### config.mk
export PLATFORM = sky130hd
export DESIGN_NAME = universal_register
export DESIGN_NICKNAME = d
export VERILOG_FILES = /design/src/rtl/universal_register.sv
export SDC_FILE = /design/constraint.sdc
export NUM_CORES = 1
export LEC_CHECK = 0
export ABC_CLOCK_PERIOD_IN_PS = 1600
export CORE_ASPECT_RATIO = 1.25
export CORE_UTILIZATION = 45
export CTS_CLUSTER_DIAMETER = 200
export CTS_CLUSTER_SIZE = 8
export DETAILED_ROUTE_END_ITERATION = 16
export PLACE_DENSITY = 0.8
export SETUP_SLACK_MARGIN = 0.4
export SYNTH_ARGS = -nofsm -noshare
export SYNTH_HDL_FRONTEND = slang
export SYNTH_SLANG_ARGS = --single-unit
### constraint.sdc
create_clock -name clk -period 1.6 [get_ports clk]
set_input_delay 0.16 -clock clk [delete_from_list [all_inputs] [get_ports clk]]
set_output_delay 0.16 -clock clk [all_outputs]
set_load 0.05 [all_outputs]
### src/rtl/universal_register.sv
// universal_register: WIDTH-bit register with hold/load/shift/rotate/inc/dec modes, carry and zero flags
module universal_register #(
  parameter int WIDTH = 8,
  parameter logic [31:0] RESET_VAL = 32'd0,
  parameter bit SATURATE = 1'b0
) (
  input  logic             clk,
  input  logic             clear_n,
  input  logic             en,
  input  logic [2:0]       mode,
  input  logic [WIDTH-1:0] d,
  input  logic             sin,
  output logic [WIDTH-1:0] q,
  output logic             cout,
  output logic             zero
);
  logic [WIDTH-1:0] q_nx;
  logic             c_nx;
  logic [WIDTH:0]   sum;
  logic [WIDTH:0]   diff;
  logic             ones;
  assign sum  = {1'b0, q} + 1'b1;
  assign diff = {1'b0, q} - 1'b1;
  assign ones = &q;
  assign zero = ~|q;
  // d and sin are only referenced by the modes that consume them
  always_comb begin
    q_nx = q;
    c_nx = cout;
    case (mode)
      3'b001: begin q_nx = d; c_nx = 1'b0; end
      3'b010: begin q_nx = {q[WIDTH-2:0], sin}; c_nx = q[WIDTH-1]; end
      3'b011: begin q_nx = {sin, q[WIDTH-1:1]}; c_nx = q[0]; end
      3'b100: begin q_nx = {q[WIDTH-2:0], q[WIDTH-1]}; c_nx = q[WIDTH-1]; end
      3'b101: begin q_nx = {q[0], q[WIDTH-1:1]}; c_nx = q[0]; end
      3'b110: begin
        q_nx = (SATURATE && ones) ? q : sum[WIDTH-1:0];
        c_nx = sum[WIDTH];
      end
      3'b111: begin
        q_nx = (SATURATE && zero) ? q : diff[WIDTH-1:0];
        c_nx = diff[WIDTH];
      end
      default: ;
    endcase
  end
  always_ff @(posedge clk or negedge clear_n)
    if (!clear_n) begin
      q    <= RESET_VAL[WIDTH-1:0];
      cout <= 1'b0;
    end else if (en) begin
      q    <= q_nx;
      cout <= c_nx;
    end
endmodule
==> metrics.csv, run 1 <==
stage,metric,value,unit
status,outcome,"finished, violations left",
status,violations,setup timing,
sta,rsz0062_at_grt,yes,
synthesis,avgSynthCellArea,7.65,sq um
global_routing,grt_max_degree,14,
synthesis,synth_top_family_by_area,compound AO/OA/AOI/OAI gates,
clock_network,cts_buffers,3,
synthesis,muxShareOfSynthArea,7.54,%
synthesis,syn_nets,158,
sta,drv_slew,0,
layout,antenna_cells,0,
die,start_util,48.3,%
worst_setup_path,crit_type,reg -> out,
global_routing,grt_usage,31.3,%
synthesis,synth_edf_count,0,
pwr,p_per_area,1020,nW/um^2
worst_setup_path,required,1.44,ns
layout,layout.cells.most_common,buf_4,
worst_setup_path,crit_path_end,zero,
synthesis,postSynthCellCount,141,
die,core-area,2230,sq um
die,die_w,45.8,microns
sta,final_hold_viol_count,0,
synthesis,yosys.area_share.xor_xnor,4.87,%
placement,finalWeightedCongestion,0.973,
detailed_routing,antenna_left,0,
worst_setup_path,crit_fanout,3,
detailed_routing,num_vias,1505,
global_routing,antenna_found_initial,0,
die,pin_count,25,
synthesis,ys_ff_latch,9,
worst_setup_path,endpoint_kind,output port,
sta,max_freq,541,MHz
worst_setup_path,r2r_start,q[0],
detailed_routing,drt-pass1-iter-count,7,
synthesis,synthArstFlopShare,100,%
pwr,power_leakage,0.798,nW
clock_network,cts_max_level,1,
synthesis,synth-simple-area-share,25.6,%
detailed_routing,via_per_inst,6.43,
detailed_routing,wl,4.79,mm
sta,relSlewSlack,68.2,%
layout,fin_area,1880,sq um
die,die_h,56.7,microns
worst_setup_path,worst-r2r-setup-slack,-0.24,ns
placement,dpl.hpwl,2.64,mm
sta,fin_ws,-0.248,ns
pwr,peakVddDrop,0.000651,V
placement,postPlaceCellArea,1580,sq um
synthesis,synthAdderAreaFrac,3.25,%
clock_network,cts.sinks,9,
worst_setup_path,reg2reg_depth,8,
synthesis,ys_types,52,
sta,finalCritPeriodShare,116,%
clock_network,clk_path_buf_depth,2,
worst_setup_path,start_kind,flip-flop,
die,fp-row-count,19,
worst_setup_path,worstReg2RegEnd,q[2],
layout,drive_gt1_share,47.3,%
global_routing,grt-ovfl-total,0,
sta,clock_skew,0.0105,ns
job,drv_cap,0,
worst_hold_path,hold_path.class,in -> async,
sta,setup_viol,7,
clock_network,clockRootBuffer,clkbuf_4,
placement,port_buffers,24,
die,dieArea,2600,sq um
synthesis,ys_seq_area_share,20.9,%
layout,mostFrequentLayoutCells,"buf_4, clkdlybuf4s50_1, buf_6, nand2_1, nor2_1",
clock_network,cts_tree,done,
layout,fin_nets,221,
global_routing,grt_pass1_vias,1277,
global_routing,grt_pass1_wl,5.95,mm
detailed_routing,drc,0,
synthesis,synth-warning-count,0,
synthesis,ys.flop_type,dfrtp_1,
worst_setup_path,startpoint,q[1],
clock_network,clk_latency,0.29,ns
synthesis,synth_compound_gate_area_share,27.7,%
sta,final.min_clock_period,1.85,ns
sta,holdWs,0.192,ns
worst_setup_path,crit_arrival,1.69,ns
sta,worst_slew_pin_slew,0.476,ns
clock_network,clkTransAtPathRegs,0.07,ns
detailed_routing,initialDrtViolationCount,105,
layout,synthToLayoutAreaGrowth,74.5,%
synthesis,synth_area,1080,sq um
detailed_routing,wl_per_cell,20.5,microns
## Yosys cell counts (2+ instances only)
| cell type | n | area share, % |
|---|---|---|
| dfrtp_1 | 9 | 21 |
| buf_4 | 2 | 1.4 |
| o21a_1 | 2 | 1.4 |
| xnor2_1 | 6 | 4.9 |
| nor2_1 | 13 | 4.5 |
| a31oi_1 | 5 | 2.9 |
| o211ai_1 | 3 | 2.1 |
| o21ai_0 | 6 | 2.8 |
| ha_1 | 2 | 2.3 |
| inv_1 | 3 | 1.0 |
| nor2b_1 | 3 | 1.7 |
| a21oi_1 | 10 | 4.6 |
| buf_2 | 6 | 2.8 |
| clkbuf_1 | 5 | 1.7 |
| or2_2 | 2 | 1.2 |
| o2bb2ai_1 | 2 | 1.6 |
| nand3_1 | 3 | 1.4 |
| a221oi_1 | 2 | 1.6 |
| nand4_1 | 2 | 1.2 |
| o221ai_1 | 2 | 1.6 |
| mux2i_1 | 7 | 6.5 |
| nor3_1 | 2 | 0.93 |
| nand2_1 | 14 | 4.9 |
| and3_1 | 2 | 1.2 |
## layout make-up
class	count	area, sq um
Clock buffer	4	26.3
Fill cell	132	353
Inverter	3	16.3
Multi-Input combinational cell	112	862
Sequential cell	9	235
Tap cell	31	38.8
Timing Repair Buffer	75	703
## kinds of logic (layout without fill, tap and decap cells)
group | count (synthesis) | after routing
DFF | 9 | 9
adders and majority gates | 3 | 3
xor gates and xnor gates | 6 | 6
and+or+nand+nor | 51 | 51
AOI/OAI and AO/OA | 44 | 44
muxes | 8 | 8
buffers and inverters | 20 | 82
## repair_timing
| action | CTS | global route |
|---|---|---|
| endpoints found under the setup margin | 14 | 15 |
| buffers inserted | 12 | 7 |
| pin swaps | 14 | 10 |
| endpoints found under the hold margin | 0 | 0 |
| resized for setup | 18 | 14 |
| gates cloned | 0 | 0 |
| hold buffers | 0 | 0 |
## flip-flops by register name, summed over array words and instances (netlist names)
register and count:
cout 1, q 8
## critical path: stages (launching register included)
cell     delay (ns)
dfrtp_2        0.44
inv_4          0.07
ha_4           0.13
nor3b_4        0.23
nand2_2        0.11
nor3_4         0.25
buf_12         0.17
## power by group
| group | internal, mW | leakage (nW) | switching [mW] |
|---|---|---|---|
| Combinational | 0.661 | 0.684 | 0.696 |
| Clock | 0.0971 | 0.0150 | 0.0995 |
| Sequential | 0.283 | 0.0983 | 0.0737 |
| Total | 1.04 | 0.798 | 0.870 |
## per-layer routing
metal  track usage, %  routed length (microns)  up-vias
met5                0                        0        -
met4             10.1                      250        0
met3             2.89                      379       36
met2             54.7                     2430      110
met1             38.7                     1730      713
li1                 -                        -      646
## worst min path at each step
stage | from | end | slack [ns]
after detailed placement | cout | cout | 0.47
after CTS | clear_n | cout | 0.21
after global placement | cout | cout | 0.47
after global routing | clear_n | cout | 0.21
after floorplan | clear_n | cout | -0.14
final | clear_n | cout | 0.19
## per-stage QoR
stage / total power [mW] / util (%) / setup TNS [ns] / worst slack [ns] / std cells
after CTS: 1.70 / 79.2 / -0.482 / -0.170 / 227
final: 1.91 / 84.2 / -1.24 / -0.248 / 234
after global placement: 1.32 / 70.8 / -0.548 / -0.141 / 211
after detailed placement: 1.34 / 70.8 / -0.876 / -0.211 / 211
after floorplan: 1.02 / - / -1.28 / -0.478 / 141
after global routing: 1.98 / 84.2 / -1.58 / -0.311 / 234
(Power assumes the default switching activity.)
==> run 2, diff against run 1 <==
Settings changed: ABC_CLOCK_PERIOD_IN_PS 1600 to 1800, PLACE_DENSITY 0.8 to 0.77.
Clock period 1.6 ns to 1.8 ns, I/O delays scaled along.
==> run 2 against run 1 <==
Against the previous run:
- the run now ends clean
- clock power fell by 5%
- core utilization fell by 12 points
- non-clock buffer count fell by 25
- via count fell by 18%
- cell area fell by 15%
- count of clock-buffer cells in the layout did not move
- power fell by 28%
- register-to-register slack improved by 0.33 ns
- sequential cell count did not move
- largest power group unchanged
- setup slack improved by 0.29 ns
- critical path depth did not move
- highest routed layer unchanged
- wire length fell by 31%
==> metrics.csv, run 2 (synthesized netlist as in run 1, its figures left out) <==
stage,metric,value,unit,change
status,outcome,completed,,
worst_setup_path,crit_fanout,4,,+1
layout,layout.cells.most_common,buf_4,,
global_routing,antenna_found_initial,0,,unchanged
layout,top_regs,"q: 8 flops, cout: 1 flops",,
die,pin_count,25,,unchanged
detailed_routing,num_vias,1234,,-18%
detailed_routing,wl,3.30,mm,-31%
layout,nFillCells,193,,+46%
worst_hold_path,hold_path.class,in -> async,,
sta,final.min_clock_period,1.76,ns,
sta,rsz0062_at_grt,yes,,
die,die_w,45.8,microns,unchanged
global_routing,grt_pass1_wl,5.42,mm,-8.9%
detailed_routing,wl_per_cell,15.8,microns,-23%
placement,dp.cells,199,,-5.7%
layout,antenna_cells,0,,unchanged
clock_network,clkTransAtPathRegs,0.07,ns,about the same
layout,mostFrequentLayoutCells,"buf_4, nand2_1, clkdlybuf4s50_1, nor2_1",,
sta,relSlewSlack,67.9,%,-0.33 points
sta,worst_slew_pin_slew,0.484,ns,+0.00832 ns
pwr,p_per_area,861,nW/um^2,-15%
die,die_h,56.7,microns,unchanged
sta,drv_slew,0,,unchanged
worst_setup_path,slowest_delay,0.45,ns,about the same
layout,synthToLayoutAreaGrowth,48.7,%,
worst_setup_path,required,1.62,ns,+0.18 ns
placement,dpl.hpwl,2.38,mm,-9.9%
layout,fin_util,71.8,%,-12 points
global_routing,grt_pass1_vias,1114,,-13%
layout,drive_gt1_share,37.6,%,-9.7 points
global_routing,grt-ovfl-total,0,,unchanged
die,core-area,2230,sq um,unchanged
global_routing,grt_max_degree,27,,+13
layout,fin_nets,196,,-11%
worst_setup_path,cpMaxStageDelayCell,dfrtp_2,,
die,fp-row-count,19,,unchanged
clock_network,cts_max_level,1,,unchanged
detailed_routing,via_per_inst,5.90,,-8.2%
sta,clock_skew,0.000999,ns,-0.00954 ns
clock_network,cts_tree,done,,
die,dieArea,2600,sq um,unchanged
worst_setup_path,path_cells,inv_4 -> ha_4 -> nor3b_4 -> nand2_2 -> nor3_4 -> buf_12,,
worst_setup_path,r2r_start,q[1],,
worst_setup_path,reg2reg_depth,5,,-3
placement,post-place-ws,-0.0369,ns,+0.174 ns
sta,holdWs,0.202,ns,+0.00979 ns
sta,fin_ws,0.0401,ns,+0.288 ns
clock_network,clockRootBuffer,clkbuf_4,,
sta,max_freq,568,MHz,
sta,fin_setup_tns,0,ns,+1.24 ns
clock_network,clk_path_buf_depth,2,,unchanged
worst_setup_path,crit_arrival,1.58,ns,-0.11 ns
layout,layout.cells.non_filler,209,,-11%
clock_network,cts_buffers,3,,unchanged
detailed_routing,antenna_left,0,,unchanged
worst_setup_path,worst-r2r-setup-slack,0.09,ns,+0.33 ns
placement,port_buffers,24,,unchanged
layout,largest_reg_flops,8,,unchanged
pwr,peakVddDrop,0.000487,V,-25%
placement,finalWeightedCongestion,0.906,,-6.9%
worst_setup_path,start_kind,flip-flop,,
sta,final_hold_viol_count,0,,unchanged
global_routing,grt_usage,29.1,%,-2.3 points
worst_setup_path,endpoint_kind,output port,,
layout,largest_register,q,,
die,start_util,48.3,%,unchanged
worst_setup_path,crit_type,reg -> out,,
job,drv_cap,0,,unchanged
pwr,power_leakage,0.646,nW,-19%
worst_setup_path,worstReg2RegEnd,q[7],,
detailed_routing,initialDrtViolationCount,67,,-36%
sta,setup_viol,0,,-7
sta,finalCritPeriodShare,97.8,%,
detailed_routing,drt-pass1-iter-count,4,,-3
detailed_routing,drc,0,,unchanged
clock_network,clk_latency,0.29,ns,about the same
clock_network,cts.sinks,9,,unchanged
## run 2: cell types whose count changed in the layout (fill, tap and decap cells not counted), sizes merged
cell / before / now
dlygate4sd2: 0 / 2
clkdlybuf4s50: 14 / 13
buf: 61 / 35
## run 2: stage by stage
step           power, mW  area, sq um
3_3_place_gp        1.10         1470
5_1_grt             1.45         1600
6_report            1.38         1600
2_1_floorplan      0.897         1160
3_5_place_dp        1.11         1470
4_1_cts             1.34         1570
## run 2: how the worst max path moves through the flow
stage,slack (ns),from,cells after the start,end
3_5_place_dp,-0.04,mode[0],6,q[2]
4_1_cts,0.05,q[0],6,zero
3_3_place_gp,0.05,mode[0],7,q[3]
5_1_grt,-0.04,q[0],6,zero
6_report,0.04,q[0],6,zero
2_1_floorplan,-0.28,q[0],8,cout
## run 2: repair_timing
action                                  in CTS  in global routing
endpoints found under the setup margin      11                 10
gates resized for setup                     10                  5
hold endpoints to repair                     0                  0
pin swaps                                   10                  3
setup buffers                                5                  1
hold buffers                                 0                  0
cloned                                       0                  0
## run 2: area by class of cell
class	instances	area (sq um)	area share (%)
Inverter	3	16.3	1.01
Multi-Input combinational cell	112	846	52.7
Sequential cell	9	234	14.6
Clock buffer	4	26.3	1.64
Tap cell	31	38.8	2.42
Timing Repair Buffer	50	443	27.6
## run 2: worst max-delay path, delay by kind of cell, from the launching register on
kind | cells | cell delay, ns
DFF | 1 | 0.45
adders and majority gates | 1 | 0.12
and+or+nand+nor | 3 | 0.48
buffers and inverters | 2 | 0.25
## run 2: report_power, final
group	internal (mW)	switching [mW]
logic	0.378	0.497
registers	0.250	0.0671
clock network	0.0865	0.101
## run 2: layer usage
| layer | share of wire, % | wire [microns] | GRT usage [%] | vias to the layer above |
|---|---|---|---|---|
| met1 | 43 | 1410 | 40.2 | 572 |
| met2 | 49 | 1620 | 42.2 | 53 |
| met4 | 3.4 | 113 | 16.4 | 0 |
| li1 | - | - | - | 599 |
| met3 | 4.9 | 161 | 3.54 | 10 |
| met5 | 0 | 0 | 0 | - |
